$ cat src/rtl/msi_message_generator_if.sv
// MSI memory-write request channel between the message generator and the TLP transmit path.
// tx_valid rises with a stable payload and stays up until the cycle tx_valid && tx_ready; irq_sent marks that cycle.
interface msi_message_generator_if;
   logic        tx_valid;
   logic        tx_ready;
   logic [63:0] tx_addr;
   logic [31:0] tx_data;
   logic [4:0]  tx_vector;
   logic        irq_sent;

   modport master (
      output tx_valid,
      output tx_addr,
      output tx_data,
      output tx_vector,
      output irq_sent,
      input  tx_ready
   );

   modport slave (
      input  tx_valid,
      input  tx_addr,
      input  tx_data,
      input  tx_vector,
      input  irq_sent,
      output tx_ready
   );
endinterface

$ cat src/rtl/msi_message_generator.sv
// MSI transmit side: collects per-vector requests into pending bits and issues one
// memory-write request per eligible vector, lowest vector first.
module msi_message_generator #(
   parameter int NUM_VECTORS = 32,
   parameter bit ADDR64      = 1'b1
) (
   input  logic                   clk,
   input  logic                   rst_n,
   input  logic                   msi_enable,
   input  logic                   bus_master_en,
   input  logic [31:0]            cfg_msg_addr,
   input  logic [31:0]            cfg_msg_upper_addr,
   input  logic [15:0]            cfg_msg_data,
   input  logic [2:0]             cfg_mme,
   input  logic [NUM_VECTORS-1:0] cfg_mask,
   input  logic [NUM_VECTORS-1:0] irq_req,
   output logic [NUM_VECTORS-1:0] pending,
   msi_message_generator_if.master tx,
   output logic                   dbg_state_o
);

   typedef enum logic {IDLE = 1'b0, SEND = 1'b1} state_t;

   state_t                 state_q, state_d;
   logic [NUM_VECTORS-1:0] pending_q, pending_d;
   logic [63:0]            tx_addr_q, tx_addr_d;
   logic [31:0]            tx_data_q, tx_data_d;
   logic [4:0]             tx_vector_q, tx_vector_d;

   logic [2:0]             mme_c;
   logic [5:0]             alloc;
   logic [4:0]             fold_mask;
   logic [NUM_VECTORS-1:0] valid_mask;
   logic [NUM_VECTORS-1:0] set_c;
   logic [NUM_VECTORS-1:0] clear_c;
   logic [NUM_VECTORS-1:0] eligible;
   logic [4:0]             sel_vec;
   logic [63:0]            addr_c;
   logic                   tx_valid_c;
   logic                   handshake;
   logic [1:0]             unused_addr_bits;

   assign unused_addr_bits = cfg_msg_addr[1:0];

   // Allocated vector count: 2^min(mme,5), never more than the sources that exist.
   always_comb begin
      mme_c = (cfg_mme > 3'd5) ? 3'd5 : cfg_mme;
      alloc = 6'd1 << mme_c;
      if (alloc > 6'(NUM_VECTORS)) begin
         alloc = 6'(NUM_VECTORS);
      end
      fold_mask = 5'(alloc - 6'd1);
      for (int i = 0; i < NUM_VECTORS; i++) begin
         valid_mask[i] = (6'(i) < alloc);
      end
   end

   assign tx_valid_c = (state_q == SEND);
   assign handshake  = tx_valid_c && tx.tx_ready;

   always_comb begin
      set_c   = '0;
      clear_c = '0;
      for (int v = 0; v < NUM_VECTORS; v++) begin
         if (irq_req[v]) begin
            set_c[5'(v) & fold_mask] = 1'b1;
         end
         if (handshake && (tx_vector_q == 5'(v))) begin
            clear_c[v] = 1'b1;
         end
      end
      set_c = set_c & valid_mask;
   end

   // Set is applied after clear so a request landing on the handshake cycle re-arms the bit.
   always_comb begin
      if (msi_enable) begin
         pending_d = ((pending_q & ~clear_c) | set_c) & valid_mask;
      end else begin
         pending_d = '0;
      end
   end

   assign eligible = pending_q & ~cfg_mask;

   always_comb begin
      sel_vec = 5'd0;
      for (int i = NUM_VECTORS - 1; i >= 0; i--) begin
         if (eligible[i]) begin
            sel_vec = 5'(i);
         end
      end
   end

   always_comb begin
      if (ADDR64 && (cfg_msg_upper_addr != 32'h0)) begin
         addr_c = {cfg_msg_upper_addr, cfg_msg_addr[31:2], 2'b00};
      end else begin
         addr_c = {32'h0, cfg_msg_addr[31:2], 2'b00};
      end
   end

   always_comb begin
      state_d     = state_q;
      tx_addr_d   = tx_addr_q;
      tx_data_d   = tx_data_q;
      tx_vector_d = tx_vector_q;
      case (state_q)
         IDLE: begin
            if (msi_enable && bus_master_en && (eligible != '0)) begin
               state_d     = SEND;
               tx_vector_d = sel_vec;
               tx_addr_d   = addr_c;
               tx_data_d   = {16'h0, (cfg_msg_data & ~{11'h0, fold_mask}) | {11'h0, sel_vec}};
            end
         end
         SEND: begin
            if (tx.tx_ready) begin
               state_d = IDLE;
            end
         end
         default: state_d = IDLE;
      endcase
   end

   always_ff @(posedge clk or negedge rst_n) begin
      if (!rst_n) begin
         state_q     <= IDLE;
         pending_q   <= '0;
         tx_addr_q   <= 64'h0;
         tx_data_q   <= 32'h0;
         tx_vector_q <= 5'd0;
      end else begin
         state_q     <= state_d;
         pending_q   <= pending_d;
         tx_addr_q   <= tx_addr_d;
         tx_data_q   <= tx_data_d;
         tx_vector_q <= tx_vector_d;
      end
   end

   assign pending      = pending_q;
   assign tx.tx_valid  = tx_valid_c;
   assign tx.tx_addr   = tx_addr_q;
   assign tx.tx_data   = tx_data_q;
   assign tx.tx_vector = tx_vector_q;
   assign tx.irq_sent  = handshake;
   assign dbg_state_o  = state_q;

endmodule

$ cat src/flat_wrapper.sv
// flat-port wrapper written by rule: the top's interface ports become plain ports
module msi_message_generator_flat 
#(
   parameter int NUM_VECTORS = 32,
   parameter bit ADDR64      = 1'b1
)
  (clk, rst_n, msi_enable, bus_master_en, cfg_msg_addr, cfg_msg_upper_addr, cfg_msg_data, cfg_mme, cfg_mask, irq_req, pending, dbg_state_o, tx_tx_valid, tx_tx_addr, tx_tx_data, tx_tx_vector, tx_irq_sent, tx_tx_ready);
  msi_message_generator_if tx_i ();
  input  logic clk;
  input  logic rst_n;
  input  logic msi_enable;
  input  logic bus_master_en;
  input  logic [31:0] cfg_msg_addr;
  input  logic [31:0] cfg_msg_upper_addr;
  input  logic [15:0] cfg_msg_data;
  input  logic [2:0] cfg_mme;
  input  logic [NUM_VECTORS-1:0] cfg_mask;
  input  logic [NUM_VECTORS-1:0] irq_req;
  output logic [NUM_VECTORS-1:0] pending;
  output logic dbg_state_o;
  output wire logic [$bits(tx_i.tx_valid)-1:0] tx_tx_valid;
  output wire logic [$bits(tx_i.tx_addr)-1:0] tx_tx_addr;
  output wire logic [$bits(tx_i.tx_data)-1:0] tx_tx_data;
  output wire logic [$bits(tx_i.tx_vector)-1:0] tx_tx_vector;
  output wire logic [$bits(tx_i.irq_sent)-1:0] tx_irq_sent;
  input wire logic [$bits(tx_i.tx_ready)-1:0] tx_tx_ready;
  assign tx_tx_valid = tx_i.tx_valid;
  assign tx_tx_addr = tx_i.tx_addr;
  assign tx_tx_data = tx_i.tx_data;
  assign tx_tx_vector = tx_i.tx_vector;
  assign tx_irq_sent = tx_i.irq_sent;
  assign tx_i.tx_ready = tx_tx_ready;
  msi_message_generator #(.NUM_VECTORS(NUM_VECTORS), .ADDR64(ADDR64)) u_core (.clk(clk), .rst_n(rst_n), .msi_enable(msi_enable), .bus_master_en(bus_master_en), .cfg_msg_addr(cfg_msg_addr), .cfg_msg_upper_addr(cfg_msg_upper_addr), .cfg_msg_data(cfg_msg_data), .cfg_mme(cfg_mme), .cfg_mask(cfg_mask), .irq_req(irq_req), .pending(pending), .tx(tx_i), .dbg_state_o(dbg_state_o));
endmodule
$ cat config.mk
export PLATFORM = sky130hd
export DESIGN_NAME = msi_message_generator_flat
export DESIGN_NICKNAME = d
export VERILOG_FILES = /design/src/rtl/msi_message_generator_if.sv /design/src/rtl/msi_message_generator.sv /design/src/flat_wrapper.sv
export SDC_FILE = /design/constraint.sdc
export NUM_CORES = 1
export LEC_CHECK = 0
export ABC_AREA = 1
export CAP_MARGIN = 10
export CORE_UTILIZATION = 35
export CTS_BUF_LIST = sky130_fd_sc_hd__clkbuf_4 sky130_fd_sc_hd__clkbuf_8 sky130_fd_sc_hd__clkbuf_16
export DETAILED_ROUTE_END_ITERATION = 8
export HOLD_SLACK_MARGIN = 0.06
export PLACE_DENSITY_LB_ADDON = 0.05
export SYNTH_ARGS = -nofsm -noshare
export SYNTH_HDL_FRONTEND = slang
export SYNTH_SLANG_ARGS = --single-unit
$ cat constraint.sdc
create_clock -name clk -period 2.3 [get_ports clk]
set_clock_uncertainty 0.2 [all_clocks]
set_input_delay 0.345 -clock clk [delete_from_list [all_inputs] [get_ports clk]]
set_output_delay 0.345 -clock clk [all_outputs]
set_load 0.05 [all_outputs]
# Word level (Yosys, flattened, before mapping)
# Index checks and enable logic that the tools add are counted.
[word_totals]
regBits = 118
inputBits = 152
output_inout_bits = 136
word_cells = 411
[classes]
add_sub_neg = 1
n_lt_le_gt_ge = 96
n_eq_ne = 31
shift = 1
n_mux = 165
bitwise_logic = 42
reduce_logical = 70
[op_table]
columns = ["operator", "n"]
rows = [
  ["32-bit 2-to-1 mux", 32],
  ["5-bit 2-to-1 mux", 32],
  ["32-bit AND", 4],
  ["5-bit by 6-bit < comparator with 1-bit output, first input constant", 16],
  ["5-bit by 6-bit < comparator with 1-bit output, second input constant", 16],
  ["5-bit == test, second input constant", 16],
  ["5-bit by 1-bit >= comparator with 1-bit output, second input constant", 16],
  ["1-bit logical AND", 66],
  ["1-bit 2-to-1 mux", 66],
  ["64-bit 2-to-1 mux", 1],
  ["32-bit NOT", 2],
  ["32-bit bitwise OR", 2],
  ["32-bit nonzero test", 2],
  ["4-bit by 6-bit < comparator with 1-bit output, first input constant", 8],
  ["4-bit by 6-bit < comparator with 1-bit output, second input constant", 8],
  ["5-bit by 4-bit == test with 1-bit output, second input constant", 8],
  ["4-bit by 1-bit >= comparator with 1-bit output, second input constant", 8],
  ["32-bit by 10-bit bitwise OR with 32-bit output", 1],
  ["32-bit by 11-bit bitwise OR with 32-bit output", 1],
  ["32-bit by 12-bit bitwise OR with 32-bit output", 1],
  ["32-bit by 13-bit bitwise OR with 32-bit output", 1],
  ["32-bit by 14-bit bitwise OR with 32-bit output", 1],
  ["32-bit by 15-bit bitwise OR with 32-bit output", 1],
  ["32-bit by 16-bit bitwise OR with 32-bit output", 1],
  ["other kinds (53)", 96],
]

# Logic depth before layout (Yosys ltp)
[depth]
word_depth = 76
ltp_mapped = 34
depth_no_buf = 34

# Least setup slack after synthesis
# No wires, ideal clock.
[synth_path]
kind = "register -> register"
from = "reg u_core.pending_q[31], in the netlist u_core.pending[31]"
to = "reg u_core.tx_data_q[0], in the netlist u_core.tx.tx_data[0]"
setup_ns = 0.067
arrival_ns = 2.224
setup_slack_ns = -0.191
path_stages_with_launch = 35
period_less_slack_ns = 2.491
cell_sequence = "dfrtp_1 > inv_1 > nor2_2 > nand2_1 > nand2_1 > nand2_1 > nand2_1 > nand2_1 > nand2_1 > nand2_1 > nand2_1 > nand2_1 > nand2_1 > nand2_1 > nand2_1 > nand2_1 > nand2_1 > nand2_1 > nand2_1 > nand2_1 > nand2_1 > nand2_1 > nand2_1 > nand2_1 > nand2_1 > nand2_1 > nand2_1 > nand2_1 > nand2_1 > nand2_1 > nand2_1 > nand2_1 > nand2_1 > nand2_1 > nand2_1"
[synth_via]
elab_chain_cells = 34
word_cells_on_any_way = 37
cone_classes = "mux (32); bitwise (2); reduce/logical (3)"
[synth_rtl]
columns = ["item", "line", "source"]
rows = [
  ["start: declaration", "msi_message_generator.sv:25", "logic [NUM_VECTORS-1:0] pending_q, pending_d;"],
  ["start signal: assignment", "msi_message_generator.sv:135", "pending_q <= pending_d;"],
  ["32-bit AND (*)", "msi_message_generator.sv:84", "assign eligible = pending_q & ~cfg_mask;"],
  ["5-bit 2-to-1 mux (32 in series)", "msi_message_generator.sv:89", "if (eligible[i]) begin"],
  ["16-bit by 5-bit bitwise OR with 16-bit output", "msi_message_generator.sv:114", "tx_data_d = {16'h0, (cfg_msg_data & ~{11'h0, fold_mask}) | {11'h0, sel_vec}};"],
  ["end signal: assignment", "msi_message_generator.sv:137", "tx_data_q <= tx_data_d;"],
  ["end: declaration", "msi_message_generator.sv:27", "logic [31:0] tx_data_q, tx_data_d;"],
]
# Every way passes the cells marked *; elsewhere a longest branch is shown, timed or not.
# A chain may end at the register's enable or synchronous reset.

# Worst setup path in the final report
# Ends and elaborated chain as after synthesis.

==> impl_metrics.json <==
{
  "status": "finished, violations left",
  "violations": "setup timing",
  "p_int_w": 0.00512,
  "p_leak_nw": 4.91,
  "remaining_drc_errors": 0,
  "pwr-share-clk": 0.275,
  "syn_inst": 758,
  "routabilityCongestion": 0.884,
  "layout_common_cells": "nand2_1 (325), clkdlybuf4s50_1 (257), dfrtp_1 (112)",
  "clkTransAtPathRegs_ps": 50,
  "synth_edf_count": 0,
  "cts_max_path_buffers": 2,
  "fillers": 1453,
  "swShare": 0.409,
  "layout_commonest_cell": "nand2_1",
  "area_growth_pct": 69.2,
  "core-area_mm2": 0.0159,
  "ys_ff_latch": 116,
  "grt_max_degree": 50,
  "path_class": "flop to flop",
  "required_ps": 2390,
  "cp-start-kind": "flop",
  "yosys-mux-area-fraction": 0,
  "path_max_fanout": 2,
  "ir_drop_mv": 0.563,
  "finalWirelength_um": 20000,
  "io_buffers": 267,
  "finalSetupViolCount": 2,
  "htree_num_levels": 4,
  "r2r_slack_ps": -110,
  "yosysWarnings": 0,
  "total_power_w": 0.00867,
  "tightest_slew_ps": 581,
  "synth_xor_area_frac": 0,
  "yosysSeqAreaShare": 0.508,
  "crit_end": "u_core.tx.tx_data[0]$_DFFE_PN0P_",
  "cts_made_buffers": 17,
  "fp.dieH_um": 130,
  "hold_slack_ps": 195,
  "yosysUniqueCellTypes": 35,
  "vias": 6024,
  "synth_top_family_by_area": "simple AND/OR/NAND/NOR gates",
  "first_iter_violations": 312,
  "synth.avg_cell_area_um2": 7.54,
  "slew_headroom": 0.611,
  "dp_slack_ps": -546,
  "post_drt_wl_per_cell_um": 15.2,
  "synth_simple_gate_area_frac": 0.301,
  "arrival_ps": 2510,
  "crit_slowest_cell": "dfrtp_2",
  "grt.overflow.total": 0,
  "die_area_mm2": 0.0168,
  "ant_nets": 0,
  "crit-reg2reg-launch": "u_core.pending[31]$_DFF_PN0_",
  "fmax_mhz": 414,
  "grt.total_usage": 0.243,
  "fp-row-count": 46,
  "setup.worst_path.start": "u_core.pending[31]$_DFF_PN0_",
  "rsz0062_at_grt": "true",
  "synthAdderAreaFrac": 0,
  "drv_slew": 0,
  "viasPerCell": 4.58,
  "cp_slowest_stage_delay_ps": 410,
  "seqPwrFrac": 0.308,
  "min_period_ps": 2410,
  "nNetsFinal": 1239,
  "io_pins": 288,
  "drive_above_1_share": 0.131,
  "cts_tree": "done",
  "async_reset_ff_frac": 1.00,
  "crit_top_cell": "nand2_1",
  "diodes": 0,
  "worstHoldPathType": "input pin to asynchronous set/reset pin",
  "final.setup.worst_slack_ps": -113,
  "power_frac_comb": 0.417,
  "initial_core_util": 0.360,
  "die_w_um": 130,
  "dp_hpwl_um": 15600,
  "grt_pass1_vias": 5878,
  "first_pass_iters": 5,
  "finalCritPeriodShare": 1.05,
  "cts_root_buf": "clkbuf_16",
  "clk_latency_ps": 410,
  "r2r_end": "u_core.tx.tx_data[0]$_DFFE_PN0P_",
  "r2r_cells": 34,
  "grt_pass1_wl_um": 30700,
  "crit_path_end_kind": "flop",
  "antenna_found_initial": 0,
  "hold_violations": 0,
  "powerDensity_mw_per_mm2": 897,
  "synth_area_mm2": 0.00571,
  "cts_sinks": 116,
  "power.switching_w": 0.00355,
  "synth-main-ff-cell": "dfrtp_1",
  "synth_compound_area_frac": 0.0957,
  "cap_violations": 0
}
-- stage by stage --
step                 util  setup TNS (ps)  cell area, um^2  cells
floorplan               -           -68.9             5780    775
global placement    0.573          -10430             9090   1283
detailed placement  0.573          -12800             9090   1283
CTS                 0.607            -233             9640   1316
global route        0.608           -1110             9660   1316
finish              0.608            -217             9660   1316
-- flip-flops by register name (all words and copies together) (netlist names) --
register,flops
u_core.tx.tx_addr,62
u_core.dbg_state_o,1
u_core.tx.tx_data,16
u_core.pending,32
u_core.tx.tx_vector,5
-- synthesized netlist by cell type, types with 2 or more instances --
master	instances	area [um^2]
a2111oi_0	3	26.3
a211oi_1	2	15.0
a21oi_1	27	135
a31oi_1	15	93.8
buf_1	5	18.8
buf_4	20	150
clkbuf_1	13	48.8
dfrtp_1	116	2900
inv_1	78	293
inv_2	3	11.3
nand2_1	327	1230
nand2_2	20	125
nand2_4	5	56.3
nand3_1	5	25.0
nor2_1	55	206
nor3_1	5	25.0
nor4_1	2	12.5
o21ai_0	31	155
o21ai_1	6	30.0
o31ai_1	4	30.0
or2_1	2	12.5
-- layer usage --
layer	up-vias	global-route usage	wire length (um)
met5	-	0	0
met4	0	0.0958	478
met3	34	0.0808	2020
met2	286	0.375	9010
met1	2727	0.316	8480
li1	2977	-	-
-- power by group through the flow --
| stage | sequential [W] | clock [W] | combinational (W) |
|---|---|---|---|
| floorplan | 0.00405 | 0 | 0.000742 |
| global placement | 0.00269 | 0 | 0.00361 |
| detailed placement | 0.00269 | 0 | 0.00362 |
| CTS | 0.00267 | 0.00243 | 0.00363 |
| global route | 0.00272 | 0.00253 | 0.00382 |
| finish | 0.00267 | 0.00238 | 0.00361 |
-- worst min path at each step --
stage	endpoint	depth (start not counted)	from	slack (ps)
after floorplan	u_core.dbg_state_o$_DFF_PN0_	0	rst_n	-150
after global placement	u_core.pending[26]$_DFF_PN0_	1	rst_n	80
after detailed placement	u_core.pending[26]$_DFF_PN0_	1	rst_n	80
after CTS	u_core.pending[26]$_DFF_PN0_	2	rst_n	190
after global routing	u_core.pending[29]$_DFF_PN0_	2	rst_n	220
final	u_core.pending[26]$_DFF_PN0_	2	rst_n	200
-- worst max-delay path: cells and delay by family (launching register included) --
family / cells / cell delay, ps
and+or+nand+nor: 33 / 1610
DFF: 1 / 410
buffers and inverters: 1 / 60
-- layout make-up --
cell class,instances,area (um^2),area share
Inverter,81,304,0.0315
Multi-Input combinational cell,538,2350,0.244
Tap cell,216,270,0.0280
Clock inverter,12,83.8,0.00867
Timing Repair Buffer,333,3290,0.340
Sequential cell,116,2910,0.301
Clock buffer,20,454,0.0470
-- cell families after synthesis --
| logic type | after synthesis |
|---|---|
| other | 1 |
| DFF | 116 |
| buffers and inverters | 121 |
| AOI/OAI and AO/OA | 95 |
| and+or+nand+nor | 425 |
-- timing repair --
action,in CTS,in global routing
hold buffers,1,0
hold endpoints to repair,116,0
gates resized for setup,4,7
buffers inserted,0,0
endpoints found under the setup margin,5,7
pin swaps,0,1
gates cloned,0,0
Power figures use the tool's default switching activity.
